**config.mk**
```make
export PLATFORM = sky130hd
export DESIGN_NAME = rs_corrector_flat
export DESIGN_NICKNAME = d
export VERILOG_FILES = /design/src/rtl/rs_corrector_if.sv /design/src/rtl/rs_corrector.sv /design/src/flat_wrapper.sv
export SDC_FILE = /design/constraint.sdc
export NUM_CORES = 2
export LEC_CHECK = 0
export CORE_MARGIN = 4
export CORE_UTILIZATION = 55
export DETAILED_ROUTE_END_ITERATION = 10
export PLACE_DENSITY = 0.71
export SLEW_MARGIN = 40
export SYNTH_ARGS = -nofsm -noshare
export SYNTH_HDL_FRONTEND = slang
export SYNTH_SLANG_ARGS = --single-unit
```
**constraint.sdc**
```tcl
create_clock -name clk -period 3.6 [get_ports clk]
set_input_delay 0.36 -clock clk [delete_from_list [all_inputs] [get_ports clk]]
set_output_delay 0.36 -clock clk [all_outputs]
set_load 0.01 [all_outputs]
```
**src/rtl/rs_corrector_if.sv**
```systemverilog
// Signal bundle for rs_corrector: received byte stream, decoder results and corrected output.
// master drives the channel/decoder side; slave is the corrector itself.
interface rs_corrector_if;
  logic       din_val;
  logic       din_sop;
  logic       din_eop;
  logic [7:0] din;
  logic       dec_done;
  logic       dec_fail;
  logic [7:0] el1, el2, el3, el4;
  logic [7:0] ev1, ev2, ev3, ev4;
  logic [2:0] error_num;
  logic       dout_val;
  logic       dout_sop;
  logic       dout_eop;
  logic [7:0] dout;
  logic       dout_fail;
  logic       busy;
  logic       drop;
  logic       len_err;

  modport master (
    output din_val, din_sop, din_eop, din, dec_done, dec_fail,
    output el1, el2, el3, el4, ev1, ev2, ev3, ev4, error_num,
    input  dout_val, dout_sop, dout_eop, dout, dout_fail, busy, drop, len_err
  );

  modport slave (
    input  din_val, din_sop, din_eop, din, dec_done, dec_fail,
    input  el1, el2, el3, el4, ev1, ev2, ev3, ev4, error_num,
    output dout_val, dout_sop, dout_eop, dout, dout_fail, busy, drop, len_err
  );
endinterface

```
**src/rtl/rs_corrector.sv**
```systemverilog
// RS(255,247) receive-side correction buffer: stores a codeword, waits for the decoder,
// then replays the data bytes with the reported error values XOR-applied.
module rs_corrector #(
  parameter int unsigned nn = 255,
  parameter int unsigned kk = 247,
  parameter int unsigned tt = 4
) (
  input logic           clk,
  input logic           rst_n,
  rs_corrector_if.slave bus
);

  typedef enum logic [1:0] {StIdle, StRecv, StWait, StOut} state_e;

  localparam logic [8:0] NnW = 9'(nn);
  localparam logic [8:0] KkW = 9'(kk);

  state_e     state_q, state_d;
  logic [8:0] wcnt_q, wcnt_d;
  logic [8:0] rcnt_q, rcnt_d;
  logic [7:0] el_q [tt];
  logic [7:0] el_d [tt];
  logic [7:0] ev_q [tt];
  logic [7:0] ev_d [tt];
  logic [2:0] num_q, num_d;
  logic       fail_q, fail_d;
  logic       drop_q, drop_d;
  logic       len_err_q, len_err_d;
  logic       dout_val_q, dout_sop_q, dout_eop_q, dout_fail_q;
  logic [7:0] corr_q, corr_d;
  logic       issue;
  logic       we;
  logic [7:0] waddr;
  logic [7:0] mem [256];
  logic [7:0] ram_q;

  always_comb begin
    state_d   = state_q;
    wcnt_d    = wcnt_q;
    rcnt_d    = rcnt_q;
    el_d      = el_q;
    ev_d      = ev_q;
    num_d     = num_q;
    fail_d    = fail_q;
    drop_d    = 1'b0;
    len_err_d = 1'b0;
    we        = 1'b0;
    waddr     = wcnt_q[7:0];
    unique case (state_q)
      StIdle: begin
        if (bus.din_val) begin
          if (bus.din_sop) begin
            we     = 1'b1;
            waddr  = 8'd0;
            wcnt_d = 9'd1;
            // A one-byte frame can never be a full codeword.
            if (bus.din_eop) len_err_d = 1'b1;
            else             state_d   = StRecv;
          end else begin
            drop_d = 1'b1;
          end
        end
      end
      StRecv: begin
        if (bus.din_val) begin
          we     = 1'b1;
          wcnt_d = wcnt_q + 9'd1;
          if (bus.din_sop) begin
            waddr     = 8'd0;
            wcnt_d    = 9'd1;
            len_err_d = 1'b1;
            if (bus.din_eop) state_d = StIdle;
          end else if (bus.din_eop) begin
            if (wcnt_q == NnW - 9'd1) begin
              state_d = StWait;
            end else begin
              len_err_d = 1'b1;
              state_d   = StIdle;
            end
          end else if (wcnt_q == NnW - 9'd1) begin
            len_err_d = 1'b1;
            state_d   = StIdle;
          end
        end
      end
      StWait: begin
        drop_d = bus.din_val;
        if (bus.dec_fail) begin
          fail_d  = 1'b1;
          num_d   = 3'd0;
          rcnt_d  = 9'd0;
          state_d = StOut;
        end else if (bus.dec_done) begin
          el_d[0] = bus.el1;
          el_d[1] = bus.el2;
          el_d[2] = bus.el3;
          el_d[3] = bus.el4;
          ev_d[0] = bus.ev1;
          ev_d[1] = bus.ev2;
          ev_d[2] = bus.ev3;
          ev_d[3] = bus.ev4;
          num_d   = (bus.error_num > 3'(tt)) ? 3'(tt) : bus.error_num;
          fail_d  = 1'b0;
          rcnt_d  = 9'd0;
          state_d = StOut;
        end
      end
      StOut: begin
        drop_d = bus.din_val;
        // rcnt == kk is the drain cycle while the last byte leaves the RAM.
        if (rcnt_q == KkW) state_d = StIdle;
        else               rcnt_d  = rcnt_q + 9'd1;
      end
      default: state_d = StIdle;
    endcase
  end

  assign issue = (state_q == StOut) && (rcnt_q < KkW);

  // Parity positions never match since rcnt stays below kk while issuing.
  always_comb begin
    corr_d = '0;
    for (int unsigned i = 0; i < tt; i++) begin
      if ((i < 32'(num_q)) && ({1'b0, el_q[i]} == rcnt_q)) corr_d = corr_d ^ ev_q[i];
    end
  end

  always_ff @(posedge clk) begin
    if (we) mem[waddr] <= bus.din;
    ram_q <= mem[rcnt_q[7:0]];
  end

  always_ff @(posedge clk) begin
    if (!rst_n) begin
      state_q     <= StIdle;
      wcnt_q      <= '0;
      rcnt_q      <= '0;
      num_q       <= '0;
      fail_q      <= 1'b0;
      drop_q      <= 1'b0;
      len_err_q   <= 1'b0;
      dout_val_q  <= 1'b0;
      dout_sop_q  <= 1'b0;
      dout_eop_q  <= 1'b0;
      dout_fail_q <= 1'b0;
      corr_q      <= '0;
      for (int unsigned i = 0; i < tt; i++) begin
        el_q[i] <= '0;
        ev_q[i] <= '0;
      end
    end else begin
      state_q     <= state_d;
      wcnt_q      <= wcnt_d;
      rcnt_q      <= rcnt_d;
      num_q       <= num_d;
      fail_q      <= fail_d;
      drop_q      <= drop_d;
      len_err_q   <= len_err_d;
      dout_val_q  <= issue;
      dout_sop_q  <= issue && (rcnt_q == 9'd0);
      dout_eop_q  <= issue && (rcnt_q == KkW - 9'd1);
      dout_fail_q <= issue && fail_q;
      corr_q      <= corr_d;
      el_q        <= el_d;
      ev_q        <= ev_d;
    end
  end

  assign bus.dout_val  = dout_val_q;
  assign bus.dout_sop  = dout_sop_q;
  assign bus.dout_eop  = dout_eop_q;
  assign bus.dout_fail = dout_fail_q;
  assign bus.dout      = dout_val_q ? (ram_q ^ corr_q) : 8'd0;
  assign bus.busy      = (state_q == StWait) || (state_q == StOut);
  assign bus.drop      = drop_q;
  assign bus.len_err   = len_err_q;

endmodule

```
**src/flat_wrapper.sv**
```systemverilog
// flat-port wrapper written by rule: the top's interface ports become plain ports
module rs_corrector_flat 
#(
  parameter int unsigned nn = 255,
  parameter int unsigned kk = 247,
  parameter int unsigned tt = 4
)
  (clk, rst_n, bus_din_val, bus_din_sop, bus_din_eop, bus_din, bus_dec_done, bus_dec_fail, bus_el1, bus_el2, bus_el3, bus_el4, bus_ev1, bus_ev2, bus_ev3, bus_ev4, bus_error_num, bus_dout_val, bus_dout_sop, bus_dout_eop, bus_dout, bus_dout_fail, bus_busy, bus_drop, bus_len_err);
  rs_corrector_if bus_i ();
  input logic clk;
  input logic rst_n;
  input wire logic [$bits(bus_i.din_val)-1:0] bus_din_val;
  input wire logic [$bits(bus_i.din_sop)-1:0] bus_din_sop;
  input wire logic [$bits(bus_i.din_eop)-1:0] bus_din_eop;
  input wire logic [$bits(bus_i.din)-1:0] bus_din;
  input wire logic [$bits(bus_i.dec_done)-1:0] bus_dec_done;
  input wire logic [$bits(bus_i.dec_fail)-1:0] bus_dec_fail;
  input wire logic [$bits(bus_i.el1)-1:0] bus_el1;
  input wire logic [$bits(bus_i.el2)-1:0] bus_el2;
  input wire logic [$bits(bus_i.el3)-1:0] bus_el3;
  input wire logic [$bits(bus_i.el4)-1:0] bus_el4;
  input wire logic [$bits(bus_i.ev1)-1:0] bus_ev1;
  input wire logic [$bits(bus_i.ev2)-1:0] bus_ev2;
  input wire logic [$bits(bus_i.ev3)-1:0] bus_ev3;
  input wire logic [$bits(bus_i.ev4)-1:0] bus_ev4;
  input wire logic [$bits(bus_i.error_num)-1:0] bus_error_num;
  output wire logic [$bits(bus_i.dout_val)-1:0] bus_dout_val;
  output wire logic [$bits(bus_i.dout_sop)-1:0] bus_dout_sop;
  output wire logic [$bits(bus_i.dout_eop)-1:0] bus_dout_eop;
  output wire logic [$bits(bus_i.dout)-1:0] bus_dout;
  output wire logic [$bits(bus_i.dout_fail)-1:0] bus_dout_fail;
  output wire logic [$bits(bus_i.busy)-1:0] bus_busy;
  output wire logic [$bits(bus_i.drop)-1:0] bus_drop;
  output wire logic [$bits(bus_i.len_err)-1:0] bus_len_err;
  assign bus_i.din_val = bus_din_val;
  assign bus_i.din_sop = bus_din_sop;
  assign bus_i.din_eop = bus_din_eop;
  assign bus_i.din = bus_din;
  assign bus_i.dec_done = bus_dec_done;
  assign bus_i.dec_fail = bus_dec_fail;
  assign bus_i.el1 = bus_el1;
  assign bus_i.el2 = bus_el2;
  assign bus_i.el3 = bus_el3;
  assign bus_i.el4 = bus_el4;
  assign bus_i.ev1 = bus_ev1;
  assign bus_i.ev2 = bus_ev2;
  assign bus_i.ev3 = bus_ev3;
  assign bus_i.ev4 = bus_ev4;
  assign bus_i.error_num = bus_error_num;
  assign bus_dout_val = bus_i.dout_val;
  assign bus_dout_sop = bus_i.dout_sop;
  assign bus_dout_eop = bus_i.dout_eop;
  assign bus_dout = bus_i.dout;
  assign bus_dout_fail = bus_i.dout_fail;
  assign bus_busy = bus_i.busy;
  assign bus_drop = bus_i.drop;
  assign bus_len_err = bus_i.len_err;
  rs_corrector #(.nn(nn), .kk(kk), .tt(tt)) u_core (.clk(clk), .rst_n(rst_n), .bus(bus_i));
endmodule
```
==> out/metrics.cfg <==
[power]
combPwrFrac_pct = 1.4
p_clk_share_pct = 42.5
ir_drop_mv = 0.555
switching_share_pct = 20.0
switchingPower_mw = 9.78
power_frac_seq_pct = 56.1
power.leakage_nw = 30.8
power_mw = 49.0
powerDensity_mw_per_mm2 = 499
p_int_mw = 39.2

[synth]
synthFlopType = edfxtp_1
avgSynthCellArea_um2 = 19.5
syn_area_mm2 = 0.0847
synth-edff-count = 2048
synth-seq-cells = 2158
synth_top_area_share_pct = 72.6
synthesis.nets = 4432
ys_seq_area_share_pct = 75.2
synth_common_cells = edfxtp_1, mux4_2, nor2_1, nand2_1, mux2i_1
postSynthCellCount = 4344
ys_types = 73
synth_top_cell_by_area = edfxtp_1
ys_async_sr_fraction_pct = 0
synth.most_common_cell = edfxtp_1
ys_warn_count = 0
synthTopCellsByArea = edfxtp_1, mux4_2, dfxtp_1

[timing]
fin_crit_ps = 3420
fmax_mhz = 292
fin_setup_tns_ps = 0
tightest_slew_ps = 896
final-hold-violation-count = 0
rsz0062_at_grt = false
skew_ps = 44.4
finalSetupViolCount = 0
slew_violations = 0
relSlewSlack_pct = 40.3
period_share_pct = 95.1
hold_ws_ps = 50.1
fin_ws_ps = 177

[finish]
finalNonFillerCells = 7136
nets = 5019
area_growth_pct = 15.8
drive_gt1_share_pct = 26.6

[clock_tree]
clk_path_buf_depth = 3
clock_sinks = 2158
cts_made_buffers = 205
h-tree-depth = 4
cts_tree = built
root_buffer = clkbuf_16
clk_pin_slew_ps = 60
clock_latency_ps = 860

[worst_setup_path]
cp-start-kind = register
cp-end-kind = register
critPathMaxStageDelay_ps = 530
crit_family = compound AO/OA/AOI/OAI gates
critPathRequiredTime_ps = 4290
crit_chain = buf_12, buf_12, mux4_2, mux2_2, o221ai_1, a31oi_1, o221ai_1, o311ai_0
cp_max_fo = 24
cp_slowest_cell = mux4_2
worstSetupPathType = register to register
path_buf_inv = 2
arrival_ps = 4120

[die]
fp.dieW_um = 401
die-area_mm2 = 0.160
fp.coreArea_mm2 = 0.153
initial_core_util_pct = 55.5
die_h_um = 401
top_level_ports = 97
num_rows = 143

[placement]
dp_hpwl_mm = 141
post-place-ws_ps = 201
portBuffers = 96
place_congestion = 0.891
placedCellCount = 6744

[min_path]
worstHoldPathType = input port to register

[routing]
drc = 0
drt_iter0_markers = 6543
num_vias = 46037
routed_wl_mm = 222
first_pass_iters = 5
ant_nets = 0
vias_per_cell = 6.45
routedWlPerCell_um = 31.2

[grt]
overflow = 0
antenna_found_initial = 2
grt_usage_pct = 27.7
grt_pass1_vias = 45501
grt_pass1_wl_mm = 324
grt_max_degree = 111

[status]
outcome = finished clean

[job]
drv_cap = 0

## worst paths after layout
path                                                    start                            to  slack [ps]  cells after the start
worst max-delay path            u_core.rcnt_q[0]$_SDFFE_PN0P_       u_core.ram_q[7]$_DFF_P_         180                      8
worst min-delay path                               bus_din[7]   u_core.mem[76][7]$_DFFE_PP_          50                      1
worst max register to register  u_core.rcnt_q[0]$_SDFFE_PN0P_       u_core.ram_q[7]$_DFF_P_         180                      8
worst min register to register   u_core.ev_q[22]$_SDFFE_PN0P_  u_core.ev_q[22]$_SDFFE_PN0P_         470                      2
## power groups by stage
stage	registers [mW]	clock network, mW	logic [mW]
final	27.5	20.8	0.684
after global routing	27.5	22.2	0.728
after CTS	27.5	21.1	0.666
after detailed placement	28.0	0	0.664
after floorplan	28.0	0	0.0734
after global placement	28.0	0	0.639
## sequential cells by signal (all words and copies together) (netlist names), 3 cells and up, named ones only
name           flops
u_core.ev_q       32
u_core.wcnt_q      9
u_core.mem      2048
u_core.corr_q      8
u_core.rcnt_q      9
u_core.ram_q       8
u_core.el_q       32
u_core.num_q       3
## cells by family after synthesis
family,after synthesis,share of synthesized area [%]
adders and majority gates,6,0.0886
xor gates and xnor gates,65,0.802
muxes,637,14.7
buffers and inverters,276,1.80
AOI/OAI and AO/OA,415,3.45
and+or+nand+nor,787,4.02
DFF,2158,75.2
## metrics by stage
step | instance area, µm² | utilization, %
6_report | 98200 | 64.3
5_1_grt | 98200 | 64.3
4_1_cts | 98000 | 64.2
3_5_place_dp | 91500 | 59.9
3_3_place_gp | 91500 | 59.9
2_1_floorplan | 84700 | -
## cell type report
type	count	area, µm²
diodes	2	5.00
clock buffers	256	5430
clock inverters	124	1070
fillers	10084	54500
inverters	9	36.3
multi-input cells	1910	19600
flip-flops and latches	2158	63700
well taps	2030	2540
repair buffers	647	5800
## routing by layer
layer / track usage, % / wire length (µm) / vias to the layer above
li1: - / - / 18841
met1: 39.7 / 85300 / 23821
met2: 42.1 / 104000 / 2888
met3: 6.34 / 23800 / 487
met4: 10.8 / 9760 / 0
met5: 0 / 0 / -
## worst register-to-register path, cell delays in order, from the launching register on
cell and delay [ps]:
dfxtp_4 520, buf_12 350, buf_12 320, mux4_2 540
mux2_2 310, o221ai_1 300, a31oi_1 230, o221ai_1 490
o311ai_0 220
## layout by cell type, fill, tap and decap left out, types with 13 or more instances in the layout
cell / count
buf_12: 46
buf_4: 495
clkinv_2: 42
mux4_1: 15
a211oi_1: 25
dfxtp_1: 103
nor2_1: 308
edfxtp_1: 2048
nor2b_1: 30
clkbuf_1: 44
mux4_2: 463
mux2i_1: 137
nand3_1: 23
o21ai_0: 41
xnor2_1: 26
nor3_1: 27
clkdlybuf4s50_1: 87
and2_1: 13
clkbuf_16: 208
nand4_1: 15
a31oi_1: 17
clkinv_1: 50
nand2_1: 297
a21oi_1: 58
xor2_1: 31
a22oi_1: 58
o221ai_1: 17
mux2_2: 22
a21boi_0: 67
o22ai_1: 44
a221oi_1: 13
## repair_timing
action / CTS / global route
setup buffers: 0 / 0
endpoints found under the setup margin: 0 / 1
hold buffers: 2 / 4
resized for setup: 0 / 1
hold endpoints to repair: 66 / 88
Note: power is estimated with default switching activity, not from simulation.
==> edit, RTL diff (same flow settings) <==
`tt` is set to 4 in 2 places; all go to 8.
--- a/src/rtl/rs_corrector.sv
+++ b/src/rtl/rs_corrector.sv
@@ -4,5 +4,5 @@
   parameter int unsigned nn = 255,
   parameter int unsigned kk = 247,
-  parameter int unsigned tt = 4
+  parameter int unsigned tt = 8
 ) (
   input logic           clk,
--- a/src/flat_wrapper.sv
+++ b/src/flat_wrapper.sv
@@ -4,5 +4,5 @@
   parameter int unsigned nn = 255,
   parameter int unsigned kk = 247,
-  parameter int unsigned tt = 4
+  parameter int unsigned tt = 8
 )
   (clk, rst_n, bus_din_val, bus_din_sop, bus_din_eop, bus_din, bus_dec_done, bus_dec_fail, bus_el1, bus_el2, bus_el3, bus_el4, bus_ev1, bus_ev2, bus_ev3, bus_ev4, bus_error_num, bus_dout_val, bus_dout_sop, bus_dout_eop, bus_dout, bus_dout_fail, bus_busy, bus_drop, bus_len_err);
Check against the original RTL: not settled (the Yosys comparison gave no result); the edit may change what the design does.
==> edit against the unedited design <==
- count of clock-buffer cells in the layout increased by 14
- sequential power about the same
- area after synthesis decreased by 0.77%
- cell area decreased by 0.66%
- largest power group unchanged
- setup slack got worse by 27 ps
- total power increased by 0.18%
- wire length decreased by 3.0%
- sequential cell count unchanged
==> edit: results <==
metrics = {
    "pwr": {
        "peakVddDrop_mv": 0.528,
        "power.leakage_nw": 30.6,
    },
    "layout": {
        "final-clk-cell-share_pct": 6.72,
        "multi_input_area_mm2": 0.0191,
        "fin_cells": 7057,
        "buffers_excl_clock": 620,
        "area_growth_pct": 16.0,
        "n_all_inverters": 8,
        "layout.nets": 4948,
        "drive_above_1_share_pct": 26.1,
        "clkbuf_count": 270,
    },
    "drt": {
        "vias_per_cell": 6.35,
        "wirelength_um": 216000,
        "m1WireLength_um": 80600,
        "dr.pass1.iters": 6,
    },
    "critical_path": {
        "reg2reg_to": "u_core.ram_q[5]",
        "critPathMaxStageDelay_ps": 730,
        "worstPathArrival_ps": 4170,
        "r2r_slack_ps": 150,
        "cp_slowest_cell": "a211oi_1",
    },
    "placement": {
        "dp_hpwl_um": 135000,
        "gp_congestion": 0.896,
        "place_area_mm2": 0.0908,
        "port_buffers": 93,
        "dp_slack_ps": 52.5,
        "place_inst": 6672,
    },
    "synth": {
        "synth_xor_area_share_pct": 0.808,
        "netlist.area_leader.share_pct": 73.1,
        "synth_cell_types": 67,
        "yosys.area_share.adder_pct": 0.0893,
        "synth_common_cells": "edfxtp_1 (2048), mux4_2 (474), nor2_1 (309)",
        "synthMuxAreaShare_pct": 14.3,
    },
    "clocking": {
        "cts_post_setup_buffers_inserted": 4,
        "cts_buffers": 207,
        "cts_hold_buf": 3,
    },
    "grt": {
        "grt_use_met3_pct": 5.68,
        "grt_use_met2_pct": 43.0,
        "grt_max_degree": 142,
        "track_usage_pct": 27.4,
        "grt_use_met1_pct": 38.1,
    },
    "sta": {
        "skew_ps": 76.2,
        "finalCritPeriodShare_pct": 95.8,
    },
    "status": {
        "outcome": "completed",
    },
}
[edit: changes by cell type in the layout (fill, tap and decap cells not counted), sizes merged, moves of 10 or more]
cell    unedited run  this run
o22ai             44        28
clkinv            99        87
nand3             24        37
nor3              27        16
a21oi             58        68
a22o               9        25
clkbuf           262       278
mux2              22         0
a221oi            14        26
o221ai            17        29
a22oi             59        80
buf              548       524
nand2            297       278
[edit: worst min path at each step]
stage                                from                   end  cells past startpoint
final                          bus_din[7]    u_core.mem[204][7]                      1
after global routing           bus_din[7]    u_core.mem[204][7]                      1
after CTS                      bus_din[7]    u_core.mem[204][7]                      1
after detailed placement  u_core.ev_q[50]       u_core.ev_q[50]                      2
after global placement    u_core.ev_q[39]       u_core.ev_q[39]                      2
after floorplan             u_core.fail_q  u_core.bus.dout_fail                      1
[edit: stage by stage]
step           power [mW]  hold slack [ps]
4_1_cts              49.3             6.48
6_report             49.1             25.9
2_1_floorplan        28.1              431
5_1_grt              50.4             49.3
3_5_place_dp         28.7              460
3_3_place_gp         28.6              452
